==> src/rtl/map_irq_pkg.sv <==
// Shared constants for the mapper IRQ timer bank: register offsets, save-state
// layout, control bit positions and the per-channel flag record.
package map_irq_pkg;

    localparam logic [2:0] OFF_RLO  = 3'd0;
    localparam logic [2:0] OFF_RHI  = 3'd1;
    localparam logic [2:0] OFF_CTRL = 3'd2;
    localparam logic [2:0] OFF_STRB = 3'd3;
    localparam logic [2:0] OFF_ACK  = 3'd4;

    localparam logic [2:0] SS_CLO = 3'd0;
    localparam logic [2:0] SS_CHI = 3'd1;
    localparam logic [2:0] SS_RLO = 3'd2;
    localparam logic [2:0] SS_RHI = 3'd3;
    localparam logic [2:0] SS_FLG = 3'd4;

    localparam int CTRL_EN   = 0;
    localparam int CTRL_AR   = 1;
    localparam int CTRL_MASK = 2;

    localparam logic [7:0] BLOCK_ID   = 8'h41;
    localparam logic [7:0] SS_ID_ADDR = 8'd127;

    // Field order matches the save-state flag byte {req, pend, mask, ar, en}.
    typedef struct packed {
        logic req;
        logic pend;
        logic mask;
        logic ar;
        logic en;
    } chan_flags_t;

    localparam chan_flags_t RST_FLAGS = 5'b00100;

endpackage

==> src/rtl/map_irq_chan.sv <==
// One timer channel: CW-bit down-counter with reload, one-shot/auto-reload,
// mask, level pending flag and save-state load port. Updates on negedge m2.
module map_irq_chan
    import map_irq_pkg::*;
#(
    parameter int CW = 16
) (
    input  logic          m2,
    input  logic          map_rst_n,
    input  logic          run,
    input  logic          wr_rlo,
    input  logic          wr_rhi,
    input  logic          wr_ctrl,
    input  logic          wr_strb,
    input  logic          wr_ack,
    input  logic [7:0]    reg_dat,
    input  logic          ss_wr,
    input  logic [2:0]    ss_off,
    input  logic [7:0]    ss_wdat,
    output logic [CW-1:0] ctr,
    output logic [CW-1:0] reload,
    output chan_flags_t   flags
);

    localparam logic [CW-1:0] ONE = CW'(1);

    logic [CW-1:0] ctr_q, ctr_d;
    logic [CW-1:0] reload_q, reload_d;
    chan_flags_t   flags_q, flags_d;
    logic [15:0]   ctr16, rl16;
    logic          evt;

    always_comb begin
        ctr_d   = ctr_q;
        reload_d = reload_q;
        flags_d = flags_q;
        ctr16   = 16'(ctr_q);
        rl16    = 16'(reload_q);
        evt     = run && !flags_q.req && flags_q.en && (ctr_q == ONE);

        if (run) begin
            if (flags_q.req) begin
                ctr_d        = reload_q;
                flags_d.pend = 1'b0;
                flags_d.req  = 1'b0;
            end else if (flags_q.en && ctr_q != '0) begin
                // Auto-reload takes the reload value from before this edge's writes.
                ctr_d = evt ? (flags_q.ar ? reload_q : '0) : ctr_q - ONE;
            end

            if (wr_rlo) begin
                rl16[7:0] = reg_dat;
                reload_d  = rl16[CW-1:0];
            end
            if (wr_rhi) begin
                rl16[15:8] = reg_dat;
                reload_d   = rl16[CW-1:0];
            end
            if (wr_ctrl) begin
                flags_d.en   = reg_dat[CTRL_EN];
                flags_d.ar   = reg_dat[CTRL_AR];
                flags_d.mask = reg_dat[CTRL_MASK];
                flags_d.pend = 1'b0;
            end
            if (wr_ack) begin
                flags_d.pend = 1'b0;
            end
            if (wr_strb) begin
                flags_d.req = 1'b1;
            end
            // A new event overrides any same-edge clear so no interrupt is lost.
            if (evt) begin
                flags_d.pend = 1'b1;
            end
        end else if (ss_wr) begin
            case (ss_off)
                SS_CLO: begin ctr16[7:0]  = ss_wdat; ctr_d    = ctr16[CW-1:0]; end
                SS_CHI: begin ctr16[15:8] = ss_wdat; ctr_d    = ctr16[CW-1:0]; end
                SS_RLO: begin rl16[7:0]   = ss_wdat; reload_d = rl16[CW-1:0];  end
                SS_RHI: begin rl16[15:8]  = ss_wdat; reload_d = rl16[CW-1:0];  end
                SS_FLG: flags_d = chan_flags_t'(ss_wdat[4:0]);
                default: ;
            endcase
        end
    end

    // Reset is ignored while a save-state session holds the channel.
    always_ff @(negedge m2) begin
        if (!map_rst_n && run) begin
            ctr_q    <= '0;
            reload_q <= '0;
            flags_q  <= RST_FLAGS;
        end else begin
            ctr_q    <= ctr_d;
            reload_q <= reload_d;
            flags_q  <= flags_d;
        end
    end

    assign ctr    = ctr_q;
    assign reload = reload_q;
    assign flags  = flags_q;

endmodule

==> src/rtl/map_irq_timer.sv <==
// Bank of CH mapper IRQ timers: register decode, save-state readback mux and
// interrupt OR-reduction around map_irq_chan instances.
module map_irq_timer
    import map_irq_pkg::*;
#(
    parameter int CH = 2,
    parameter int CW = 16
) (
    input  logic          m2,
    input  logic          map_rst_n,
    input  logic          reg_we,
    input  logic [5:0]    reg_addr,
    input  logic [7:0]    reg_dat,
    input  logic          ss_act,
    input  logic          ss_we,
    input  logic [7:0]    ss_addr,
    input  logic [7:0]    ss_wdat,
    output logic [7:0]    ss_rdat,
    output logic [CH-1:0] irq_vec,
    output logic          irq
);

    logic [15:0] ctr16 [CH];
    logic [15:0] rl16  [CH];
    chan_flags_t flg   [CH];

    for (genvar c = 0; c < CH; c++) begin : g_ch
        localparam logic [2:0] CI = 3'(c);
        logic          hit;
        logic          ss_hit;
        logic [CW-1:0] ctr_w, rl_w;

        assign hit    = reg_we && (reg_addr[5:3] == CI);
        assign ss_hit = ss_act && ss_we && (ss_addr[7:6] == 2'b00) && (ss_addr[5:3] == CI);

        map_irq_chan #(.CW(CW)) u_chan (
            .m2       (m2),
            .map_rst_n(map_rst_n),
            .run      (!ss_act),
            .wr_rlo   (hit && reg_addr[2:0] == OFF_RLO),
            .wr_rhi   (hit && reg_addr[2:0] == OFF_RHI),
            .wr_ctrl  (hit && reg_addr[2:0] == OFF_CTRL),
            .wr_strb  (hit && reg_addr[2:0] == OFF_STRB),
            .wr_ack   (hit && reg_addr[2:0] == OFF_ACK),
            .reg_dat  (reg_dat),
            .ss_wr    (ss_hit),
            .ss_off   (ss_addr[2:0]),
            .ss_wdat  (ss_wdat),
            .ctr      (ctr_w),
            .reload   (rl_w),
            .flags    (flg[c])
        );

        assign ctr16[c]   = 16'(ctr_w);
        assign rl16[c]    = 16'(rl_w);
        assign irq_vec[c] = flg[c].pend & flg[c].mask;
    end

    assign irq = |irq_vec;

    always_comb begin
        ss_rdat = 8'hFF;
        if (ss_addr == SS_ID_ADDR) begin
            ss_rdat = BLOCK_ID;
        end else if (ss_addr[7:6] == 2'b00) begin
            for (int c = 0; c < CH; c++) begin
                if (ss_addr[5:3] == 3'(c)) begin
                    case (ss_addr[2:0])
                        SS_CLO:  ss_rdat = ctr16[c][7:0];
                        SS_CHI:  ss_rdat = ctr16[c][15:8];
                        SS_RLO:  ss_rdat = rl16[c][7:0];
                        SS_RHI:  ss_rdat = rl16[c][15:8];
                        SS_FLG:  ss_rdat = {3'b000, flg[c]};
                        default: ;
                    endcase
                end
            end
        end
    end

endmodule
==> config.mk <==
export PLATFORM = sky130hd
export DESIGN_NAME = map_irq_timer
export DESIGN_NICKNAME = d
export VERILOG_FILES = /design/src/rtl/map_irq_pkg.sv /design/src/rtl/map_irq_chan.sv /design/src/rtl/map_irq_timer.sv
export SDC_FILE = /design/constraint.sdc
export NUM_CORES = 1
export LEC_CHECK = 0
export CORE_MARGIN = 2
export CORE_UTILIZATION = 55
export CTS_BUF_LIST = sky130_fd_sc_hd__clkbuf_16
export DETAILED_ROUTE_END_ITERATION = 6
export MAX_ROUTING_LAYER = met4
export PLACE_DENSITY = 0.77
export RECOVER_POWER = 100
export SETUP_SLACK_MARGIN = 0.15
export SLEW_MARGIN = 30
export SYNTH_ARGS = -nofsm -noshare
export SYNTH_HDL_FRONTEND = slang
export SYNTH_SLANG_ARGS = --single-unit
==> constraint.sdc <==
create_clock -name m2 -period 3 [get_ports m2]
set_clock_uncertainty 0.15 [all_clocks]
set_input_delay 0.75 -clock m2 [delete_from_list [all_inputs] [get_ports m2]]
set_output_delay 0.75 -clock m2 [all_outputs]
set_load 0.1 [all_outputs]
==> results of run 1 <==
Yosys cell counts (all sizes together), types with 4 or more instances:
library cell / n
nor2: 85
dfxtp: 74
nand2: 67
a21oi: 51
o21ai: 32
clkbuf: 29
mux2i: 29
a22oi: 26
a222oi: 19
nand3: 19
a211oi: 14
buf: 14
inv: 14
nor3: 12
o22ai: 12
or2: 10
xor2: 10
a221oi: 9
a31oi: 9
nand4: 9
nor4: 9
and2: 8
a21o: 6
and3: 6
o211ai: 6
nor2b: 5
nor3b: 5
or4: 5
a21boi: 4
a311oi: 4
ha: 4
o31ai: 4
kinds of logic after synthesis:
kind of cell / Yosys count / synth area share [%]
adders and majority gates: 4 / 1.03
and+or+nand+nor: 253 / 25.2
buffers and inverters: 59 / 5.68
muxes: 31 / 6.42
DFF: 74 / 30.4
AOI/OAI and AO/OA: 206 / 28.9
xor gates and xnor gates: 13 / 2.34
metrics by stage:
step	cell area, um2	hold WS [ns]	TNS (ns)	cells	util [%]
2_1_floorplan	5190	0.298	-68.14	640	-
3_3_place_gp	7100	0.342	-108.64	939	82.2
3_5_place_dp	7100	0.348	-112.54	939	82.2
==> results.txt, run 1 <==
- In this run, post-CTS hold repair placed 0 buffers.
* Yosys synthesis warning count: 0
- The number of nets handed over by synthesis was 679.
* Last stage the flow got to: 4_1_cts
* Number of levels in the clock H-tree: 3
* Status: stopped before the end
- Of all cell types, the one taking the most synthesized area is sky130_fd_sc_hd__dfxtp_1.
- Buffers inserted by post-CTS timing repair: 30
- Input and output buffers added on the ports amount to 45.
- The die is 98.1 um tall.
- The floorplan has 34 rows.
* Average size of a mapped cell: 7.61 um2
* Number of storage elements in the synthesis netlist: 74
- GP Congestion: 1.02
- Top area cells in the synthesized netlist: sky130_fd_sc_hd__dfxtp_1, sky130_fd_sc_hd__nor2_1, sky130_fd_sc_hd__mux2i_1
- The initial utilization of the core area, before any placement, comes to 56.4%.
- Number of synthesized flops with an enable pin: 0
* Seq/Total Area, Yosys: 30.4%
- The synthesized netlist occupies a cell area of 4870 um2.
- Clock root buffer: sky130_fd_sc_hd__clkbuf_16
- After synthesis, the share of flip-flops with an asynchronous set or reset is 0%.
* Top-level I/O count: 46
- The tool reported: "[ERROR DPL-0033] detailed placement checks failed during check placement".
* Minimum setup slack after placement: -1.57 ns
- Clock buffers created by TritonCTS: 9
* TritonCTS Sinks: 74
- Gates resized during post-CTS repair numbered 211.
- From left edge to right edge, the die measures 98.1 um.
- Unique cell type count in the Yosys netlist: 65
* Post-Syn Instances: 640
* DP HPWL: 15,800 um
* Predominant post-synthesis flop cell: sky130_fd_sc_hd__dfxtp_1
- In this run the biggest area consumer among cell types represents 30.4% of the synthesized area.
- Max clock buf depth: 2
==> inputs of run 2 (changes only) <==
CORE_UTILIZATION = 40   (was 55)
CTS_BUF_LIST = default   (was sky130_fd_sc_hd__clkbuf_16)
MAX_ROUTING_LAYER = default   (was met4)
PLACE_DENSITY = default   (was 0.77)
PLACE_DENSITY_LB_ADDON = 0.15   (was default)
SETUP_SLACK_MARGIN = default   (was 0.15)
==> run 2 against run 1 <==
Effect of this change: the flow now finishes, with violations (setup timing); synthesized cell count is the same; synthesized area did not move.
==> results.txt, run 2 <==
- The clock network is responsible for 34.8% of the overall power.
- Entering global routing, the biggest net connects 24 pins.
- The die covers 13,100 um2.
* Area leader, netlist: sky130_fd_sc_hd__dfxtp_1
* Total non-filler cell area in the finished layout: 8990 um2
- The critical path goes through mux2i_1 > nor2_1 > a31oi_1 > o211ai_1 > a21oi_2 > nor2_4 > buf_12.
- The number of synthesized flops with an enable pin was 0 (unchanged).
* Most common cell after layout, fill and taps aside: sky130_fd_sc_hd__buf_4
- The number of global-route vias before repair is 7,078.
- Leakage power: 4.13 nW
- The total of hold buffers inserted after clock tree synthesis was 0 (unchanged).
- Number of levels in the clock H-tree: 3 (unchanged)
- Switch share: 39.9%
- Final count of pins violating max slew: 0
* Clock buffers created by TritonCTS: 9 (unchanged)
- GP Congestion: 0.947 (-7.0%)
- Top area cells in the synthesized netlist: sky130_fd_sc_hd__dfxtp_1, sky130_fd_sc_hd__nor2_1, sky130_fd_sc_hd__mux2i_1
- Across the VDD grid, the largest voltage drop is 0.424 mV.
- The proportion of netlist area held by the largest area contributor came to 30.4% (unchanged).
- After the flow finishes, the layout carries non-filler instances totaling 1,121.
- The worst setup path is launched from a flip-flop.
- Power share of the sequential group: 25.9%
* Worst-Margin Slew: 0.633 ns
* Critical path's slowest cell: sky130_fd_sc_hd__dfxtp_2
- Seq/Total Area, Yosys: 30.4% (unchanged)
* Count of nets left with antenna violations after detail routing: 0
* Unique cell type count in the Yosys netlist: 65 (unchanged)
* Power, Total: 4.68 mW
- The placement-stage cell area is 7180 um2 (+1.1%).
- Synthesized Nets: 679 (unchanged)
- Max-cap violations in this run came to 0.
- The sum of net half-perimeters after detailed placement was 16,400 um (+3.2%).
* Wirelength, routed: 24,300 um
* Total DRC errors in the routed layout: 0
- Top-level I/O count: 46 (unchanged)
* Standard cell core area: 12,000 um2
- The y dimension of the die came to 114 um (+17%).
- The maximum buffer depth of the clock tree was 2 (unchanged).
- The number of antenna diodes in the final layout is 0.
* Net Switching: 1.87 mW
* Post-Syn Instances: 640 (unchanged)
- The area growth from synthesis to layout is 84.6%.
- Pwr per Cell Area: 521 nW/um2
* Path type of the worst setup path: reg2out
- In the final routed layout, each cell accounts on average for 21.7 um.
* Worst Setup Slack, final: -1.11 ns
- Number of storage elements in the synthesis netlist: 74 (unchanged)
* Class of the most critical hold timing path: reg2reg
* Core Rows: 40 (+18%)
- Using the TritonRoute via totals, the vias-per-cell ratio works out to 6.16.
- In this run the worst path has a maximum fanout of 2.
* Crit path capture type: output port
- The die outline width was 114 um (+17%).
* Iter 0 DRT Violations: 740
* Violated checks: setup timing
* Count of input and output buffers: 45 (unchanged)
* Most frequent cells after synthesis: sky130_fd_sc_hd__nor2_1, sky130_fd_sc_hd__dfxtp_1, sky130_fd_sc_hd__nand2_1
- Most repeated cell in the gate-level netlist after synthesis: sky130_fd_sc_hd__nor2_1
- The TritonCTS sink count is 74 (unchanged).
- Count of TritonRoute iterations in the first routing pass: 7
* Number of antenna violations at the first check in global routing: 0
- Relative contribution of combinational cells to total power: 39.2%
- The clock reaches the later pin of the worst-skew pair after 0.42 ns.
* Total via count after detailed routing: 6,906
- Data on the critical path arrives at its endpoint at 3.21 ns.
- Starting utilization of the core area: 40.7% (-16 points)
- Global routing used 36.2% of the available tracks across all layers.
* Pint: 2.82 mW
* Status: complete, but fails checks
- Clock root buffer: sky130_fd_sc_hd__clkbuf_16
* Tightest hold margin: 0.390 ns
* Number of hold violations in the final report: 0
- Number of nets in the layout: 1,008
* Worst path max stage delay: 0.37 ns
- Fraction of final layout cells with drive strength greater than 1: 48.5%
* Clock tree from TritonCTS: yes
- The top cell types in the final layout, fill and taps aside, are sky130_fd_sc_hd__buf_4, sky130_fd_sc_hd__inv_1, sky130_fd_sc_hd__nor2_1.
- The share of synthesized flip-flops with an asynchronous set or reset came to 0% (unchanged).
- Data required time at the worst endpoint: 2.10 ns
- The most used flip-flop cell after synthesis is sky130_fd_sc_hd__dfxtp_1.
* Aggregate global routing overflow: 0
* Average size of a mapped cell: 7.61 um2 (unchanged)
- In this run the tightest slew margin relative to its limit is 57.4%.
* Total of endpoints with negative setup slack in the final report: 85
- Setup repair after global routing could not meet its margin everywhere.
* Number of fill cells: 870
* Yosys synthesis warning count: 0 (unchanged)
- The number of cells after detailed placement came to 987 (+5.1%).
- Clock transition at path regs: 0.04 ns
- The first global-routing pass estimated 36,500 um of wire.
- Combined area of all synthesized cells: 4870 um2 (unchanged)
[run 2: cell counts after synthesis]
Identical to the previous run, type by type.
[run 2: stage by stage]
step	setup WS, ns	utilization, %	TNS, ns
2_1_floorplan	-1.01	-	-68.14
3_3_place_gp	-1.53	60.0	-111.85
3_5_place_dp	-1.60	60.0	-114.51
4_1_cts	-1.12	72.0	-55.42
5_1_grt	-1.24	75.1	-62.76
6_report	-1.11	75.1	-60.67
[run 2: power groups by stage]
stage | Combinational (mW) | Clock [mW] | Sequential, mW
after global placement | 1.49 | 0.152 | 1.21
after floorplan | 0.831 | 0.152 | 1.23
final | 1.84 | 1.63 | 1.21
after CTS | 1.69 | 1.62 | 1.20
after global routing | 1.95 | 1.75 | 1.22
after detailed placement | 1.50 | 0.152 | 1.21
[run 2: worst max-delay path, delay by kind of cell (launching register included)]
family,cells,cell delay [ns]
AND/OR/NAND/NOR,2,0.22
multiplexers,1,0.09
flip-flops,1,0.37
AO/OA/AOI/OAI,3,0.45
buffers and inverters,1,0.18
[run 2: cells by family (layout without fill, tap and decap cells)]
logic type / count (synthesis) / after routing / synth area share [%]
AOI/OAI and AO/OA: 206 / 207 / 28.9
xor gates and xnor gates: 13 / 13 / 2.34
adders and majority gates: 4 / 4 / 1.03
buffers and inverters: 59 / 391 / 5.68
DFF: 74 / 74 / 30.4
muxes: 31 / 31 / 6.42
and+or+nand+nor: 253 / 254 / 25.2
[run 2: final cells by class]
| class | instances | area, um2 | share of cell area [%] |
|---|---|---|---|
| multi-input cells | 509 | 4050 | 45.1 |
| repair buffers | 288 | 2590 | 28.9 |
| flip-flops and latches | 74 | 1510 | 16.8 |
| clock inverters | 81 | 368 | 4.09 |
| clock buffers | 9 | 225 | 2.51 |
| well taps | 147 | 184 | 2.05 |
| inverters | 13 | 52.6 | 0.585 |
[run 2: timing repair]
action	4_1_cts	5_1_grt
pin swaps	85	54
buffers inserted	32	16
endpoints found under the setup margin	85	85
resized for setup	199	77
cloned	3	0
endpoints found under the hold margin	0	0
[run 2: routing by layer]
layer  routed length, um  vias to the layer above  GRT usage (%)
li1                    -                     3065              -
met1                9620                     3308           45.8
met2               11300                      439           58.0
met3                2430                       94           9.42
met4                1010                        0           16.5
met5                   0                        -              0
[run 2: worst paths after layout]
| check | startpoint | end | cells after the start | slack, ns |
|---|---|---|---|---|
| hold / removal | g_ch[1].u_chan.flags[2] | g_ch[1].u_chan.flags[2] | 2 | 0.39 |
| hold reg to reg | g_ch[1].u_chan.flags[2] | g_ch[1].u_chan.flags[2] | 2 | 0.39 |
| setup / recovery | g_ch[1].u_chan.ctr[7] | ss_rdat[7] | 7 | -1.11 |
| setup reg to reg | g_ch[0].u_chan.ctr[1] | g_ch[0].u_chan.ctr[10] | 10 | 0.13 |
Note: power is estimated with default switching activity, not from simulation.
